===== src/rtl/pipe_reg_elastic_pkg.sv =====
// Shared types for the elastic register chain.
// Stage state encoding and occupancy-width helper.
package pipe_reg_elastic_pkg;

  typedef enum logic [1:0] {
    ST_EMPTY = 2'd0,
    ST_ONE   = 2'd1,
    ST_TWO   = 2'd2
  } stage_st_t;

  function automatic int occ_w(input int depth);
    return $clog2(2 * depth + 1);
  endfunction

endpackage


===== src/rtl/pipe_reg_elastic_skid.sv =====
// One elastic stage: main register drives the output,
// skid register catches the beat accepted while stalled.
module pipe_stage_skid
  import pipe_reg_elastic_pkg::*;
#(
  parameter int               WIDTH      = 32,
  parameter logic [WIDTH-1:0] RESET_DATA = '0
) (
  input  logic             clk,
  input  logic             reset,
  input  logic             flush,
  input  logic [WIDTH-1:0] in_data,
  input  logic             in_valid,
  output logic             in_ready,
  output logic [WIDTH-1:0] out_data,
  output logic             out_valid,
  input  logic             out_ready
);

  stage_st_t        r_state;
  stage_st_t        w_next;
  logic [WIDTH-1:0] r_main;
  logic [WIDTH-1:0] r_skid;
  logic             w_in_fire;
  logic             w_out_fire;
  logic             w_ld_main_in;
  logic             w_ld_main_skid;
  logic             w_ld_skid;

  // Ready depends only on registered state, never on out_ready.
  assign in_ready   = (r_state != ST_TWO);
  assign out_valid  = (r_state != ST_EMPTY);
  assign out_data   = r_main;
  assign w_in_fire  = in_valid && in_ready;
  assign w_out_fire = out_valid && out_ready;

  always_comb begin
    w_next         = r_state;
    w_ld_main_in   = 1'b0;
    w_ld_main_skid = 1'b0;
    w_ld_skid      = 1'b0;
    unique case (r_state)
      ST_EMPTY: begin
        if (w_in_fire) begin
          w_next       = ST_ONE;
          w_ld_main_in = 1'b1;
        end
      end
      ST_ONE: begin
        if (w_in_fire && w_out_fire) begin
          w_ld_main_in = 1'b1;
        end else if (w_in_fire) begin
          w_next    = ST_TWO;
          w_ld_skid = 1'b1;
        end else if (w_out_fire) begin
          w_next = ST_EMPTY;
        end
      end
      ST_TWO: begin
        if (w_out_fire) begin
          w_next         = ST_ONE;
          w_ld_main_skid = 1'b1;
        end
      end
      default: w_next = ST_EMPTY;
    endcase
  end

  always_ff @(posedge clk) begin
    if (reset) begin
      r_state <= ST_EMPTY;
      r_main  <= RESET_DATA;
      r_skid  <= RESET_DATA;
    end else if (flush) begin
      r_state <= ST_EMPTY;
    end else begin
      r_state <= w_next;
      if (w_ld_main_in) begin
        r_main <= in_data;
      end else if (w_ld_main_skid) begin
        r_main <= r_skid;
      end
      if (w_ld_skid) begin
        r_skid <= in_data;
      end
    end
  end

endmodule


===== src/rtl/pipe_reg_elastic.sv =====
// Chain of DEPTH elastic stages with flush and
// a registered count of words in flight.
module pipe_reg_elastic
  import pipe_reg_elastic_pkg::*;
#(
  parameter int               WIDTH      = 32,
  parameter int               DEPTH      = 2,
  parameter logic [WIDTH-1:0] RESET_DATA = '0
) (
  input  logic                     clk,
  input  logic                     reset,
  input  logic                     flush,
  input  logic [WIDTH-1:0]         in_data,
  input  logic                     in_valid,
  output logic                     in_ready,
  output logic [WIDTH-1:0]         out_data,
  output logic                     out_valid,
  input  logic                     out_ready,
  output logic [occ_w(DEPTH)-1:0] occupancy
);

  localparam int OCC_W = occ_w(DEPTH);

  logic [WIDTH-1:0] w_data  [DEPTH+1];
  logic             w_valid [DEPTH+1];
  logic             w_ready [DEPTH+1];
  logic [OCC_W-1:0] r_occ;
  logic             w_in_fire;
  logic             w_out_fire;

  assign w_data[0]      = in_data;
  assign w_valid[0]     = in_valid;
  assign in_ready       = w_ready[0];
  assign w_ready[DEPTH] = out_ready;
  assign out_data       = w_data[DEPTH];
  assign out_valid      = w_valid[DEPTH];
  assign occupancy      = r_occ;

  for (genvar i = 0; i < DEPTH; i++) begin : g_stage
    pipe_stage_skid #(
      .WIDTH     (WIDTH),
      .RESET_DATA(RESET_DATA)
    ) u_stage (
      .clk      (clk),
      .reset    (reset),
      .flush    (flush),
      .in_data  (w_data[i]),
      .in_valid (w_valid[i]),
      .in_ready (w_ready[i]),
      .out_data (w_data[i+1]),
      .out_valid(w_valid[i+1]),
      .out_ready(w_ready[i+1])
    );
  end

  assign w_in_fire  = in_valid && w_ready[0];
  assign w_out_fire = w_valid[DEPTH] && out_ready;

  always_ff @(posedge clk) begin
    if (reset || flush) begin
      r_occ <= '0;
    end else if (w_in_fire && !w_out_fire) begin
      r_occ <= r_occ + OCC_W'(1);
    end else if (!w_in_fire && w_out_fire) begin
      r_occ <= r_occ - OCC_W'(1);
    end
  end

endmodule


===== config.mk =====
export PLATFORM = sky130hd
export DESIGN_NAME = pipe_reg_elastic
export DESIGN_NICKNAME = d
export VERILOG_FILES = /design/src/rtl/pipe_reg_elastic_pkg.sv /design/src/rtl/pipe_reg_elastic_skid.sv /design/src/rtl/pipe_reg_elastic.sv
export SDC_FILE = /design/constraint.sdc
export NUM_CORES = 1
export LEC_CHECK = 0
export ABC_AREA = 1
export BUFFER_PORTS_ARGS = -buffer_cell sky130_fd_sc_hd__buf_2
export CAP_MARGIN = 20
export CORE_MARGIN = 4
export CORE_UTILIZATION = 46
export CTS_BUF_LIST = sky130_fd_sc_hd__clkbuf_8 sky130_fd_sc_hd__clkbuf_16
export DETAILED_ROUTE_END_ITERATION = 10
export MAX_ROUTING_LAYER = met4
export PLACE_DENSITY = 0.66
export SYNTH_ARGS = -nofsm -noshare
export SYNTH_HDL_FRONTEND = slang
export SYNTH_SLANG_ARGS = --single-unit

===== constraint.sdc =====
create_clock -name clk -period 4.4 [get_ports clk]
set_input_delay 0.44 -clock clk [delete_from_list [all_inputs] [get_ports clk]]
set_output_delay 0.44 -clock clk [all_outputs]
set_load 0.02 [all_outputs]

==> results.toml, run 1 <==
[critical_path]
crit_path_start_kind = "register"
worst-path-max-fanout = 34
cp_cell_sequence = "nand2_2 -> nor2_2 -> buf_4 -> nand2_1 -> buf_8 -> nand2_1 -> a21oi_1"
slowest_delay_ns = 0.40
crit_type = "reg -> reg"
rr_startpoint = "g_stage[1].u_stage.r_state[0]"
cp_common_cell = "nand2_1"
worstPathArrival_ns = 2.57
end_kind = "register"
cp.required_ns = 4.67
cpMaxStageDelayCell = "nand2_2"
crit_path_start = "g_stage[1].u_stage.r_state[0]"

[yosys]
ys_ff_latch = 135
synth_area_per_cell_um2 = 6.45
synth_compound_area_share_pct = 9.44
syn-instance-count = 941
synth_xor_area_share_pct = 0
yosysWarningCount = 0
synthTopCellsByArea = "dfxtp_1 (45%), nand2_1 (18%), nor2_1 (10%), nand3_1 (6.2%), inv_1 (6.1%)"
synth.largest_area_cell = "dfxtp_1"
synth.area.mux_share_pct = 0
synth_top_family_by_area = "simple AND/OR/NAND/NOR gates"
synthesis.nets = 980
yosysTopAreaCellShare_pct = 44.5
synthSimpleGateAreaFrac_pct = 34.9
ys_seq_area_share_pct = 44.5
synth_fa_ha_area_share_pct = 0.536
synth_cell_types = 21
synth_area_mm2 = 0.00607

[floorplan]
start_util_pct = 47.5
num_rows = 41
dieHeight_um = 123
core_area_mm2 = 0.0128
die_w_um = 123
pin_count = 74
die-area_mm2 = 0.0151

[timing]
hold_slack_ns = 0.255
finalCriticalPeriod_ns = 2.31
hold_viol_final = 0
fmax_ghz = 0.434
skew_ns = 0.00474
rsz0062_at_grt = "false"
drv_slew = 0
tns_ns = 0
worst_slack_ns = 2.09
setup_viol = 0
min_period_over_period_pct = 52.4
slew_headroom_pct = 54.8
tightest_slew_ns = 0.678

[cells_and_area]
drive_gt1_share_pct = 11.9
fillers = 1285
syn2layout_area_growth_pct = 16.1
nNetsFinal = 1023
seq_area_mm2 = 0.00270
num_antenna_cells = 0
mostFrequentLayoutCell = "nand2_1"
mostFrequentLayoutCells = "nand2_1 (285), nor2_1 (160), dfxtp_1 (135)"
multi_input_area_mm2 = 0.00274

[pwr]
combPwrFrac_pct = 7.2
internal-power_uw = 2170
clkPwrFrac_pct = 47.4
leakagePower_uw = 0.00356
power_frac_seq_pct = 45.4
switching_power_uw = 649
netSwitchingFraction_pct = 23.0
vdd_drop_max_mv = 0.285
p_per_area_mw_per_mm2 = 400

[placement]
dp_hpwl_mm = 8.33
place_worst_setup_slack_ns = 1.54
gp_congestion = 0.834
port_buffers = 73

[clock_network]
cts_setup_buffers = 0
cts_resized = 0
cts_htree_levels = 4
clk_latency_ns = 0.42
cts_hold_buf = 0
clock_sink_count = 135
cts_root_buf = "clkbuf_16"
cts_tree = "yes"
cts.clk_slew.worst_paths_ns = 0.05
cts_buffers = 17
cts_buffer_depth = 2

[detailed_routing]
drt_pass1_iterations = 5
antenna_left = 0
drt-total-wl_mm = 13.5
vias = 5388
drcViolationCount = 0
drt_iter0_drc = 493
drt-wirelength-per-cell_um = 11.5
vias_per_cell = 4.61

[global_routing]
grt_max_degree = 71
grtUsageTotal_pct = 19.0
grt_pass1_wl_mm = 22.3
antenna_found_initial = 0
grt_pass1_vias = 4543
overflow = 0

[run]
maxCapViolCount = 0

[outcome]
status = "complete, no violations"

[min_path]
min-delay-start = "out_ready"
worst_hold_path_type = "in -> reg"
[cells in the mapped netlist]
cell type  number
nor2_1        162
nor3_1          1
nand2_2         4
nand3_2         2
nor4_1          1
nor2_2          2
a21oi_1        57
buf_2          20
inv_2           1
ha_1            1
dfxtp_1       135
a211oi_1        1
fa_1            1
o21ai_0        56
inv_1          99
nand2_1       285
buf_4           6
clkbuf_1       23
clkbuf_2        1
buf_1           8
nand3_1        75
[final cells by class]
| class | count | share of cell area [%] |
|---|---|---|
| clock buffer | 23 | 7.20 |
| clock inverter | 8 | 0.816 |
| inverter | 100 | 5.34 |
| multi-input combinational | 648 | 38.8 |
| sequential | 135 | 38.3 |
| tap | 172 | 3.05 |
| timing repair buffer | 82 | 6.42 |
[power by group through the flow]
stage	Sequential [µW]	Clock (µW)	Combinational [µW]
2_1_floorplan	1310	0	135
3_3_place_gp	1310	0	202
3_5_place_dp	1310	0	203
4_1_cts	1280	1360	204
5_1_grt	1280	1420	233
6_report	1280	1340	203
[critical path: cells and delay by family, from the launching register on]
kind	cells	cell delay (ns)
buffers and inverters	2	0.65
AO/OA/AOI/OAI	1	0.06
flip-flops	1	0.37
AND/OR/NAND/NOR	4	1.06
[cells by family (layout without fill, tap and decap cells)]
kind of cell / Yosys count / count (layout)
and+or+nand+nor: 532 / 532
DFF: 135 / 135
buffers and inverters: 158 / 213
adders and majority gates: 2 / 2
AOI/OAI and AO/OA: 114 / 114
[state kept, by name (all words and copies together), names as in the netlist]
name                      count
g_stage.u_stage.r_state       4
occupancy                     3
g_stage.u_stage.out_data     64
g_stage.u_stage.r_skid       64
[path summary, 6_finish.rpt]
check                                                endpoint  slack (ns)  depth (start not counted)
worst min register to register                   occupancy[2]        0.46                          2
worst max-delay path             g_stage[1].u_stage.r_skid[9]        2.09                          7
worst min-delay path            g_stage[1].u_stage.r_state[1]        0.26                          2
worst max register to register   g_stage[1].u_stage.r_skid[9]        2.09                          7
[metrics by stage]
stage	power (µW)	cells	util, %	area (µm²)
final	2820	1168	55.2	7050
after global routing	2940	1168	55.2	7050
after CTS	2850	1166	54.9	7020
after detailed placement	1510	1135	50.5	6450
after global placement	1510	1135	50.5	6450
after floorplan	1450	941	-	6070
[routing by layer]
| metal | part of all wire (%) | GRT usage [%] |
|---|---|---|
| met5 | 0 | - |
| met4 | 1.3 | 6.51 |
| met3 | 5.5 | 4.12 |
| met2 | 41 | 23.6 |
| met1 | 52 | 29.7 |
Note: power is estimated with default switching activity, not from simulation.
==> run 2: changes to the inputs <==
- ABC_AREA: 1 -> 0
- PLACE_DENSITY: 0.66 -> 0.69
- clock period: 4.4 -> 2.1 ns (I/O delays scaled with it)
==> results.toml, run 2 <==
[outcome]
status = "complete, no violations"

[critical_path]
worstPathArrival_ns = 2.28
end_kind = "register"
crit_path_start_kind = "register"
cpMaxStageDelayCell = "dfxtp_2"
rrSetupSlack_ns = 0.17
cp.required_ns = 2.45
crit_buf_inv = 1
worst-path-max-fanout = 8
crit_family = "simple AND/OR/NAND/NOR gates"
cp_cell_sequence = "or2_2 -> nand2_2 -> ha_2 -> inv_1 -> fa_2 -> xor2_1 -> or3_1 -> a21oi_2"
crit_type = "reg -> reg"
slowest_delay_ns = 0.34

[cells_and_area]
fin_cells = 868
nNetsFinal = 751
mostFrequentLayoutCells = "nor2_1 (134), dfxtp_1 (133), nand2_1 (129)"
num_antenna_cells = 0
stdcell_area_mm2 = 0.00668
syn2layout_area_growth_pct = 22.4
final_core_util_pct = 58.0
drive_gt1_share_pct = 20.4
mostFrequentLayoutCell = "nor2_1"

[placement]
place_area_mm2 = 0.00598
port_buffers = 73
dp_hpwl_mm = 8.33
place_inst = 836
gp_congestion = 0.825

[timing]
rsz0062_at_grt = "false"
tightest_slew_ns = 0.599
drv_slew = 0
hold_slack_ns = 0.0487
tns_ns = 0
hold_viol_final = 0
slew_headroom_pct = 60.0
min_period_over_period_pct = 91.9
fmax_ghz = 0.518
setup_viol = 0
skew_ns = 0.00581
finalCriticalPeriod_ns = 1.93

[floorplan]
die_w_um = 117
dieHeight_um = 117
num_rows = 39
die-area_mm2 = 0.0137
pin_count = 74
start_util_pct = 47.4
core_area_mm2 = 0.0115

[yosys]
synth.most_common_cell = "dfxtp_1"
synth_cell_types = 36
ys_seq_area_share_pct = 49.5
synth_common_cells = "dfxtp_1 (135), nor2_1 (134), nand2_1 (130), a21oi_1 (68), mux2i_1 (34)"
ys_ff_latch = 135
yosysTopAreaCellShare_pct = 49.5
async_flop_share_pct = 0
synth_edf_count = 0
synthTopCellsByArea = "dfxtp_1 (50%), nor2_1 (9.2%), nand2_1 (8.9%), a21oi_1 (6.2%), mux2i_1 (6.2%)"
yosysWarningCount = 0
ys.flop_type = "dfxtp_1"
synth.largest_area_cell = "dfxtp_1"
synthesis.nets = 692
synth_area_mm2 = 0.00546
synth_area_per_cell_um2 = 8.36
syn-instance-count = 653

[clock_network]
cts_buffer_depth = 2
clock_sink_count = 135
clk_latency_ns = 0.41
cts.clk_slew.worst_paths_ns = 0.06
cts_setup_buffers = 0
cts_htree_levels = 4
cts_tree = "yes"
cts_buffers = 17
cts_root_buf = "clkbuf_16"

[global_routing]
grt_max_degree = 129
grtUsageTotal_pct = 21.5
grt_pass1_vias = 4534
grt_pass1_wl_mm = 22.5
overflow = 0
antenna_found_initial = 0

[detailed_routing]
antenna_left = 0
drcViolationCount = 0
drt_iter0_drc = 400
drt-total-wl_mm = 13.7
vias = 4739
drt-wirelength-per-cell_um = 15.8
vias_per_cell = 5.46
drt_pass1_iterations = 5

[run]
maxCapViolCount = 0

[min_path]
worst_hold_path_type = "in -> reg"

[pwr]
internal-power_uw = 5120
combPwrFrac_pct = 7.4
p_per_area_mw_per_mm2 = 989
clkPwrFrac_pct = 51.5
leakagePower_uw = 0.00275
power_frac_seq_pct = 41.1
switching_power_uw = 1490
vdd_drop_max_mv = 0.484
netSwitchingFraction_pct = 22.6
run 2: cell type report:
type / count / area (µm²)
clock buffers: 18 / 439
clock inverters: 14 / 246
fillers: 1016 / 4830
inverters: 2 / 7.51
multi-input cells: 463 / 2530
flip-flops and latches: 135 / 2710
well taps: 143 / 179
repair buffers: 93 / 576
run 2: path summary, 6_finish.rpt:
path	start	to	cells after the start
max	g_stage[1].u_stage.r_state[0]	occupancy[2]	8
min reg2reg	g_stage[0].u_stage.r_skid[17]	g_stage[0].u_stage.r_skid[17]	2
min	in_data[10]	g_stage[0].u_stage.r_skid[10]	3
max reg2reg	g_stage[1].u_stage.r_state[0]	occupancy[2]	8
run 2: cells by family after synthesis:
family | count (synthesis) | synth area share (%)
XOR/XNOR | 3 | 0.482
flip-flops | 135 | 49.5
AO/OA/AOI/OAI | 107 | 13.2
multiplexers | 34 | 6.24
buffers and inverters | 55 | 5.14
adder cells (fa/ha/maj) | 2 | 0.596
AND/OR/NAND/NOR | 317 | 24.8
run 2: what timing repair did:
item	CTS	global route
endpoints found under the setup margin	0	1
endpoints found under the hold margin	0	0
gates resized for setup	0	6
hold buffers	0	0
run 2: power by group through the flow:
stage / registers, µW / clock network [µW] / logic [µW]
6_report: 2710 / 3410 / 491
5_1_grt: 2720 / 3580 / 541
4_1_cts: 2710 / 3450 / 492
3_5_place_dp: 2770 / 0 / 487
3_3_place_gp: 2770 / 0 / 466
2_1_floorplan: 2790 / 0 / 288
run 2: through the flow:
step | setup WS, ns | total power, µW
floorplan | 0.00559 | 3080
global placement | 0.148 | 3230
detailed placement | 0.0898 | 3260
CTS | 0.0773 | 6650
global route | 0.0548 | 6840
finish | 0.169 | 6610
run 2: metal layers:
| layer | GRT usage, % | up-vias | part of all wire (%) |
|---|---|---|---|
| li1 | - | 2345 | - |
| met1 | 27.0 | 2257 | 45 |
| met2 | 35.2 | 126 | 49 |
| met3 | 4.47 | 11 | 4.9 |
| met4 | 6.42 | 0 | 0.87 |
| met5 | - | - | 0 |
run 2: tightest hold or removal path: cells and delay by family:
kind / cells / cell delay, ns
simple gates: 1 / 0.05
buf+inv: 1 / 0.10
compound gates: 1 / 0.05
==> run 3: changes to the inputs <==
- PLACE_DENSITY: 0.69 -> 0.66
- clock period: 2.1 -> 1.9 ns (I/O delays scaled with it)
==> results.toml, run 3 (synthesis gave the netlist of run 2 again) <==
[outcome]
status = "complete, no violations"

[timing]
rsz0062_at_grt = "false"
finalCriticalPeriod_ns = 1.78
setup_viol = 0
min_period_over_period_pct = 93.8
worst_slack_ns = 0.118
drv_slew = 0
hold_viol_final = 0
slew_headroom_pct = 53.4
fmax_ghz = 0.561
skew_ns = 0.00497
tightest_slew_ns = 0.700
tns_ns = 0

[critical_path]
rr_startpoint = "g_stage[1].u_stage.r_state[1]"
crit_path_start_kind = "register"
end_kind = "register"
rr_worst_depth = 8
worstPathArrival_ns = 2.13
worst-path-max-fanout = 2
cp.required_ns = 2.25
crit_type = "reg -> reg"
crit_path_start = "g_stage[1].u_stage.r_state[1]"
rrSetupSlack_ns = 0.12
reg2reg_to = "occupancy[2]"

[min_path]
worst_hold_path_type = "in -> reg"
holdPathEnd = "g_stage[0].u_stage.r_skid[23]"
min-delay-start = "in_data[23]"
worstHoldPathCells = 3

[clock_network]
cts_root_buf = "clkbuf_16"
cts_buffers = 17
clock_sink_count = 135
cts.clk_slew.worst_paths_ns = 0.06
cts_htree_levels = 4
cts_tree = "yes"
clk_latency_ns = 0.42
cts_setup_buffers = 0
cts_hold_buf = 0
cts_resized = 0
cts_buffer_depth = 2

[cells_and_area]
seq_area_mm2 = 0.00270
num_antenna_cells = 0
syn2layout_area_growth_pct = 22.9
nNetsFinal = 748
fin_cells = 865
multi_input_area_mm2 = 0.00255
fillers = 1015
drive_gt1_share_pct = 20.1
mostFrequentLayoutCells = "nor2_1 (134), dfxtp_1 (134), nand2_1 (129)"
final_core_util_pct = 58.2

[pwr]
p_per_area_mw_per_mm2 = 1100
leakagePower_uw = 0.00276
p_total_uw = 7360
vdd_drop_max_mv = 0.446

[floorplan]
die-area_mm2 = 0.0137
pin_count = 74
die_w_um = 117
dieHeight_um = 117
num_rows = 39
core_area_mm2 = 0.0115
start_util_pct = 47.4

[detailed_routing]
antenna_left = 0
drt_iter0_drc = 317
vias_per_cell = 5.38
drt-total-wl_mm = 13.4
drt-wirelength-per-cell_um = 15.5
drcViolationCount = 0
drt_pass1_iterations = 5
vias = 4651

[placement]
dp_hpwl_mm = 8.15
place_inst = 833
port_buffers = 73
gp_congestion = 0.820
place_worst_setup_slack_ns = 0.0642

[global_routing]
overflow = 0
grt_max_degree = 78
grt_pass1_vias = 4455
grt_pass1_wl_mm = 21.9
grtUsageTotal_pct = 21.2
antenna_found_initial = 0

[run]
maxCapViolCount = 0
run 3: cell count changes in the layout (fill, tap and decap cells not counted), moves of 2 or more:
cell,before,now
clkinv_2,1,5
clkinvlp_4,2,0
buf_4,17,11
buf_12,3,6
run 3: how the worst max path moves through the flow:
| stage | to | cells after the start | slack, ns |
|---|---|---|---|
| floorplan | occupancy[2] | 8 | 0.02 |
| global placement | occupancy[2] | 8 | 0.11 |
| detailed placement | occupancy[2] | 8 | 0.06 |
| CTS | occupancy[2] | 8 | 0.05 |
| global route | g_stage[0].u_stage.out_data[21] | 5 | 0.004 |
| finish | occupancy[2] | 8 | 0.12 |
run 3: area by class of cell:
type	instances	share of cell area [%]
Clock buffer	18	6.55
Clock inverter	14	3.77
Inverter	2	0.112
Multi-Input combinational cell	463	38.0
Sequential cell	135	40.3
Tap cell	143	2.67
Timing Repair Buffer	90	8.57
run 3: through the flow:
stage,hold slack (ns),area (µm²)
3_3_place_gp,0.441,6000
6_report,0.0198,6700
4_1_cts,0.00874,6700
3_5_place_dp,0.446,6000
2_1_floorplan,0.269,5480
5_1_grt,0.0144,6700
run 3: power by group:
group | internal, µW | switching (µW) | leakage [µW]
Combinational | 215 | 327 | 0.00131
Sequential | 2930 | 65.6 | 0.00110
Clock | 2620 | 1200 | 0.000343
Total | 5760 | 1600 | 0.00276
run 3: critical path, stage by stage, from the launching register on:
cell     delay, ns
dfxtp_1       0.31
or2_4         0.25
nand2_2       0.09
ha_4          0.13
inv_1         0.05
fa_2          0.33
xor2_1        0.15
or3_1         0.30
a21oi_1       0.12
run 3: layer usage:
layer / vias to the layer above / global-route usage (%) / wire length, µm
met2: 141 / 33.1 / 6440
met5: - / - / 0
met4: 0 / 7.34 / 137
met3: 13 / 4.94 / 783
met1: 2162 / 27.1 / 6030
li1: 2335 / - / -
